<file path="src/rtl/regfile_pkg.sv">
// regfile_pkg: state type and packed-port slice helper shared by the register file.
package regfile_pkg;
  typedef enum logic {IDLE, CLEAR} regfile_state_t;
  function automatic int port_lo(int port, int width);
    return port * width;
  endfunction
endpackage

</file>
<file path="src/rtl/regfile_scoreboard.sv">
// regfile_scoreboard: per-entry pending-write bits with set, clear, flush and NUM_RD lookups.
module regfile_scoreboard
  import regfile_pkg::*;
#(
  parameter int DEPTH = 32,
  parameter int NUM_RD = 3,
  localparam int ADDR_W = $clog2(DEPTH)
) (
  input  logic                     clk,
  input  logic                     reset_n,
  input  logic                     set_en_i,
  input  logic [ADDR_W-1:0]        set_addr_i,
  input  logic                     clr_en_i,
  input  logic [ADDR_W-1:0]        clr_addr_i,
  input  logic                     flush_i,
  input  logic [NUM_RD*ADDR_W-1:0] rd_addr_i,
  output logic [NUM_RD-1:0]        pend_o
);
  logic [DEPTH-1:0] pend_q, pend_d;
  // set is applied after clear so a same-cycle issue to the written entry stays pending
  always_comb begin
    pend_d = pend_q;
    if (clr_en_i) pend_d[clr_addr_i] = 1'b0;
    if (set_en_i) pend_d[set_addr_i] = 1'b1;
    if (flush_i) pend_d = '0;
  end
  always_ff @(posedge clk or negedge reset_n)
    if (!reset_n) pend_q <= '0;
    else pend_q <= pend_d;
  for (genvar g = 0; g < NUM_RD; g++) begin : g_look
    assign pend_o[g] = pend_q[rd_addr_i[port_lo(g, ADDR_W) +: ADDR_W]];
  end
endmodule

</file>
<file path="src/rtl/regfile_mp.sv">
// regfile_mp: multi-port register file with write bypass, pending-write scoreboard
// and a sequential clear engine that zeroes one entry per cycle.
module regfile_mp
  import regfile_pkg::*;
#(
  parameter int DATA_W = 32,
  parameter int DEPTH = 32,
  parameter int NUM_RD = 3,
  parameter bit ZERO_REG = 1'b1,
  parameter bit BYPASS = 1'b1,
  localparam int ADDR_W = $clog2(DEPTH)
) (
  input  logic                     clk,
  input  logic                     reset_n,
  input  logic [NUM_RD*ADDR_W-1:0] rd_addr,
  output logic [NUM_RD*DATA_W-1:0] rd_data,
  output logic [NUM_RD-1:0]        rd_pend,
  input  logic                     wr_en,
  input  logic [ADDR_W-1:0]        wr_addr,
  input  logic [DATA_W-1:0]        wr_data,
  input  logic                     lock_en,
  input  logic [ADDR_W-1:0]        lock_addr,
  input  logic                     clear_req,
  output logic                     clear_busy
);
  localparam logic [ADDR_W-1:0] LAST = ADDR_W'(DEPTH - 1);
  regfile_state_t state_q, state_d;
  logic [ADDR_W-1:0] cnt_q, cnt_d;
  logic [DATA_W-1:0] mem_q [DEPTH];
  logic [NUM_RD-1:0] pend;
  logic idle, wr_ok, lock_ok;
  assign idle = state_q == IDLE;
  // a clear request in the same cycle wins over the write
  assign wr_ok = idle && wr_en && !clear_req && !(ZERO_REG && wr_addr == '0);
  assign lock_ok = idle && lock_en && !(ZERO_REG && lock_addr == '0);
  assign clear_busy = reset_n && !idle;
  always_comb begin
    state_d = idle ? (clear_req ? CLEAR : IDLE) : (cnt_q == LAST ? IDLE : CLEAR);
    cnt_d = idle ? '0 : cnt_q + ADDR_W'(1);
  end
  always_ff @(posedge clk or negedge reset_n)
    if (!reset_n) begin
      state_q <= IDLE;
      cnt_q <= '0;
    end else begin
      state_q <= state_d;
      cnt_q <= cnt_d;
    end
  always_ff @(posedge clk or negedge reset_n)
    if (!reset_n) for (int k = 0; k < DEPTH; k++) mem_q[k] <= '0;
    else if (!idle) mem_q[cnt_q] <= '0;
    else if (wr_ok) mem_q[wr_addr] <= wr_data;
  regfile_scoreboard #(.DEPTH(DEPTH), .NUM_RD(NUM_RD)) u_sb (
    .clk(clk),
    .reset_n(reset_n),
    .set_en_i(lock_ok),
    .set_addr_i(lock_addr),
    .clr_en_i(wr_ok),
    .clr_addr_i(wr_addr),
    .flush_i(idle && clear_req),
    .rd_addr_i(rd_addr),
    .pend_o(pend)
  );
  for (genvar g = 0; g < NUM_RD; g++) begin : g_rd
    logic [ADDR_W-1:0] ra;
    logic hit;
    assign ra = rd_addr[port_lo(g, ADDR_W) +: ADDR_W];
    assign hit = BYPASS && wr_en && wr_addr == ra;
    assign rd_data[port_lo(g, DATA_W) +: DATA_W] =
      (!reset_n || !idle || (ZERO_REG && ra == '0)) ? '0 : hit ? wr_data : mem_q[ra];
    assign rd_pend[g] = reset_n && idle && pend[g];
  end
endmodule

</file>
<file path="config.mk">
export PLATFORM = sky130hd
export DESIGN_NAME = regfile_mp
export DESIGN_NICKNAME = d
export VERILOG_FILES = /design/src/rtl/regfile_pkg.sv /design/src/rtl/regfile_scoreboard.sv /design/src/rtl/regfile_mp.sv
export SDC_FILE = /design/constraint.sdc
export NUM_CORES = 2
export LEC_CHECK = 0
export CAP_MARGIN = 25
export CORE_MARGIN = 8
export CORE_UTILIZATION = 68
export CTS_CLUSTER_SIZE = 24
export DETAILED_ROUTE_END_ITERATION = 12
export GPL_ROUTABILITY_DRIVEN = 0
export GPL_TIMING_DRIVEN = 0
export PLACE_DENSITY = 0.95
export SYNTH_ARGS = -nofsm -noshare
export SYNTH_HDL_FRONTEND = slang
export SYNTH_SLANG_ARGS = --single-unit
export TNS_END_PERCENT = 30
</file>
<file path="constraint.sdc">
create_clock -name clk -period 5.3 [get_ports clk]
set_input_delay 0.795 -clock clk [delete_from_list [all_inputs] [get_ports clk]]
set_output_delay 0.795 -clock clk [all_outputs]
set_load 0.1 [all_outputs]
</file>
==> results.md, run 1 <==
* Outcome: did not finish
* Last stage: global routing
* Log Error: [ERROR GRT-0116] Global routing finished with congestion. Check the congestion regions in the DRC Viewer.
* Synth async-reset ratio at 100%
* Synthesized area per cell at 13.7 um2
* H-tree depth at 3
* Post-DP HPWL at 203000 um
* #FFs+latches synth at 1062
* Die Y at 322 um
* Synth area leader: dfrtp_1
* Post-placement setup slack at -1.32 ns
* Syn Inst Count at 4641
* I/O Buffers at 119
* Tot GR Track Use at 77.1%
* Number of synthesized flops with an enable pin at 0
* Synth Cell Area at 63800 um2
* # IOs at 162
* CTS sink count at 1062
* Ys Warns at 0
* Grt ovf at 202
* Post-synthesis sequential area ratio at 41.7%
* Initial Util at 68.4%
* Area contributors post-synth: dfrtp_1 (42%), mux4_2 (28%), a22o_1 (14%), clkbuf_1 (1.7%), buf_2 (1.7%)
* Clock root cell: clkbuf_16
* Largest net degree at the start of global routing at 182
* Synth cell types at 62
* FP Rows at 112
* Vias in the first global route at 72.5k
* Placed insts at 6030
* Setup Buffers After CTS at 0
* CTS Buf Count at 110
* First-pass GRT wire length at 567000 um
* Ys flop type: dfrtp_1
* Post-synth net total at 4708
* Synth top area share at 41.7%
* Clock Tree Buf Depth at 3
* Die width at 322 um
-- synthesized netlist by cell type (all sizes together) (2+ instances only) --
library cell	n
nand4	2
o221ai	14
dfrtp	1062
nor2	54
inv	45
o32ai	3
nand2b	14
or4	2
clkbuf	297
mux4	784
a221o	62
nand2	70
nor3b	4
or3b	5
or2	7
nor4	33
nor2b	77
buf	347
o211ai	2
and3	6
a21oi	184
mux2i	89
xor2	5
a22oi	130
nor3	14
nand3b	4
xnor2	10
a2bb2oi	6
o22ai	127
a211oi	62
o21a	3
a31oi	4
or3	2
nand3	7
o21bai	2
o21ai	53
a22o	992
and2	46
ha	5
-- metrics by stage --
| stage | area (um2) | hold WS (ns) |
|---|---|---|
| floorplan | 63800 | 0.475 |
| global placement | 66500 | 0.506 |
| detailed placement | 66800 | 0.508 |
| CTS | 70900 | 0.0934 |
-- metal layers --
layer / track usage, % / GRT overflow
met5: 62.7 / 4
met4: 71.8 / 79
met3: 76.9 / 41
met2: 86.3 / 54
met1: 72.4 / 24
-- cell families after synthesis --
group,count (synthesis),synth area share (%)
simple gates,350,3.26
mux,873,29.1
buf+inv,689,5.21
fa+ha+maj,5,0.0981
compound gates,1647,20.5
flops,1062,41.7
xor+xnor,15,0.206
-- what timing repair did --
item	4_1_cts
gates cloned	1
setup endpoints to repair	99
gates resized for setup	392
pin swaps	0
hold endpoints to repair	0
hold buffers	0
==> inputs of run 2 (changes only) <==
Settings changed: CORE_UTILIZATION 68 to 40, CTS_CLUSTER_SIZE 24 to unset, PLACE_DENSITY 0.95 to unset, PLACE_DENSITY_LB_ADDON set to 0.15.
==> results.md, run 2 <==
* Slowest stage delay, CP at 0.77 ns
* Failing checks: setup timing
* FMAX at 180 MHz
* Hold Crit Class: in2async
* Startpoint Class: input pin
* Clk pwr share at 39.1%
* First-pass GRT wire length at 449000 um
* I/O Buffers at 119 (unchanged)
* Fin Hold WS at 0.0444 ns
* Ys Warns at 0 (unchanged)
* Slew headroom at 14.7%
* CTS sink count at 1062 (unchanged)
* PnR worst setup slack at -0.246 ns
* CTS tree: built
* Worst-Skew Late Latency at 0.81 ns
* Worst Skew at 0.0473 ns
* Layer with the highest usage: met2
* Syn Inst Count at 4641 (unchanged)
* Max cap viols at 0
* Outcome: finished, violations left
* Layout cells sized above 1 at 32.0%
* #FFs+latches synth at 1062 (unchanged)
* Post-synth net total at 4708 (unchanged)
* Filler cell count in the final layout at 14.1k
* Synthesized area per cell at 13.7 um2 (unchanged)
* Avg WL per Cell at 46.4 um
* Final WL at 332000 um
* Ys flop type: dfrtp_1
* Worst-margin pin slew at 1.28 ns
* Net switching power at 8.00 mW
* Int Power at 16.1 mW
* Most used cell, CP: buf_4
* Initial Util at 40.3% (-28 points)
* DP Area at 68400 um2 (+2.4%)
* Die Area at 172000 um2
* Die Y at 415 um (+29%)
* CTS clk-pin slew, worst paths at 0.06 ns
* Area contributors post-synth: dfrtp_1 (42%), mux4_2 (28%), a22o_1 (14%), clkbuf_1 (1.7%), buf_2 (1.7%)
* CP Cell Sequence: clkdlybuf4s50_1, buf_4, buf_4, clkbuf_2, buf_6, mux4_2, mux2i_1, a21oi_1, a221o_1, clkdlybuf4s15_2
* Final Hold Fails at 0
* Synth top area share at 41.7% (unchanged)
* Register area at 26600 um2
* FP Rows at 146 (+30%)
* CP max FO at 10
* Max-slew violations at 0
* Post-DP HPWL at 237000 um (+17%)
* Arrival @ worst endpoint at 4.75 ns
* Sw Ratio at 33.2%
* Lkg Pwr at 30.5 nW
* PwrDens at 328 nW/um2
* Initial antenna violation count at 30
* RSZ-0062 raised after global routing: yes
* Commonest non-fill, non-tap cells in the layout: dfrtp_1 (1062), a22o_1 (992), mux4_2 (784)
* Synth area leader: dfrtp_1
* Vias per cell at 7.71
* # IOs at 162 (unchanged)
* Critical path required time at 4.51 ns
* DRC at 0
* Clock Tree Buf Depth at 3 (unchanged)
* Final Instance Area at 73500 um2
* CORE AREA at 158000 um2
* CTS Buf Count at 132 (+20%)
* Met2 usage in global routing at 51.7%
* Tmin final at 5.55 ns
* Tot Pwr at 24.1 mW
* H-tree depth at 4 (+1)
* Area grow syn2layout at 15.3%
* Multi-input logic area at 34100 um2
* Pre-Repair DR Iteration Count at 7
* Synth async-reset ratio at 100% (unchanged)
* GR Layer Usage met3 at 18.7%
* Cell with the most instances after synthesis: dfrtp_1
* Die width at 415 um (+29%)
* Met1 Use GR at 44.4%
* Largest regs: mem_q x1024, u_sb.pend_q x32, cnt_q x5
* Post-placement setup slack at -1.45 ns (-0.138 ns)
* # nets final at 5029
* Initial DRC count at 9140
* CP max stage cell: clkdlybuf4s50_1
* DRT antenna net count at 0
* Final Cycle Share at 105%
* Combinational fraction of design power at 21.8%
* Post-synthesis sequential area ratio at 41.7% (unchanged)
* Via count at 55.2k
* CP Capture Type: output pin
* Final Setup Violations at 72
* Commonest non-fill, non-tap cell in the layout: dfrtp_1
* Vias in the first global route at 53.2k
* Synth cell types at 62 (unchanged)
* Largest reg by FF count: mem_q
* Largest net degree at the start of global routing at 178
* Worst IR drop on VDD at 0.359 mV
* CP Class: in2out
* Commonest cells in the netlist: dfrtp_1 (1062), a22o_1 (992), mux4_2 (784)
* Synth Cell Area at 63800 um2 (unchanged)
* Final core occ at 46.4%
* Max reg flops at 1024
* Clock root cell: clkbuf_16
* Number of synthesized flops with an enable pin at 0 (unchanged)
* Tot GR Track Use at 37.2%
* Seq pwr share at 39.1%
* Setup Buffers After CTS at 0 (unchanged)
* Grt ovf at 0
==> run 2: cell counts after synthesis <==
No cell type changed its count.
==> run 2: critical path, delay by kind of cell <==
kind                   cells  cell delay (ns)
AOI/OAI and AO/OA          2             0.75
buffers and inverters      6             2.57
muxes                      2             0.59
==> run 2: worst paths after layout <==
kind                              from          end  slack [ns]  cells past startpoint
setup / recovery           rd_addr[12]  rd_data[64]       -0.25                     10
hold / removal                 reset_n   mem_q[445]        0.04                      2
setup reg to reg               state_q   mem_q[973]        1.80                      8
hold reg to reg               cnt_q[0]     cnt_q[0]        0.51                      1
max in group asynchronous      reset_n   mem_q[432]        3.84                      3
min in group clk           wr_data[19]   mem_q[947]        0.46                      2
==> run 2: kinds of logic (layout without fill, tap and decap cells) <==
family          after synthesis  count (layout)  synth area share, %
compound gates             1647            1647                 20.5
xor+xnor                     15              15                0.206
flops                      1062            1062                 41.7
buf+inv                     689            1110                 5.21
simple gates                350             350                 3.26
other cells                   0              25                    0
fa+ha+maj                     5               5               0.0981
mux                         873             873                 29.1
==> run 2: timing repair <==
item / CTS / global route
hold buffers: 1 / 0
pin swaps: 0 / 0
gates resized for setup: 483 / 68
endpoints found under the hold margin: 48 / 0
setup endpoints to repair: 99 / 76
gates cloned: 1 / 0
==> run 2: final cells by class <==
type | count | share of cell area [%]
Multi-Input combinational cell | 2890 | 46.4
Sequential cell | 1062 | 36.2
Clock buffer | 184 | 5.16
Buffer | 641 | 4.57
Tap cell | 2072 | 3.53
Timing Repair Buffer | 190 | 3.05
Clock inverter | 50 | 0.781
Inverter | 45 | 0.230
Antenna cell | 25 | 0.0851
==> run 2: power by group through the flow <==
| stage | clock [mW] | combinational [mW] | sequential [mW] |
|---|---|---|---|
| after CTS | 9.38 | 4.97 | 9.37 |
| after floorplan | 0 | 2.92 | 9.28 |
| after detailed placement | 0 | 4.93 | 9.50 |
| after global routing | 9.69 | 5.28 | 9.49 |
| final | 9.42 | 5.24 | 9.43 |
| after global placement | 0 | 4.78 | 9.52 |
==> run 2: per-layer routing <==
metal / vias to the layer above / share of wire, %
met2: 5124 / 41
met4: 26 / 9.3
li1: 19900 / -
met5: - / 0.13
met3: 1361 / 15
met1: 28800 / 34
==> run 2: stage by stage <==
step,setup TNS [ns],std cells
after floorplan,0,4641
after global placement,-,6832
after detailed placement,-99.86,6887
after CTS,-0.699,7122
after global routing,-0.448,7138
final,-8.09,7159
Note: power is estimated with default switching activity, not from simulation.
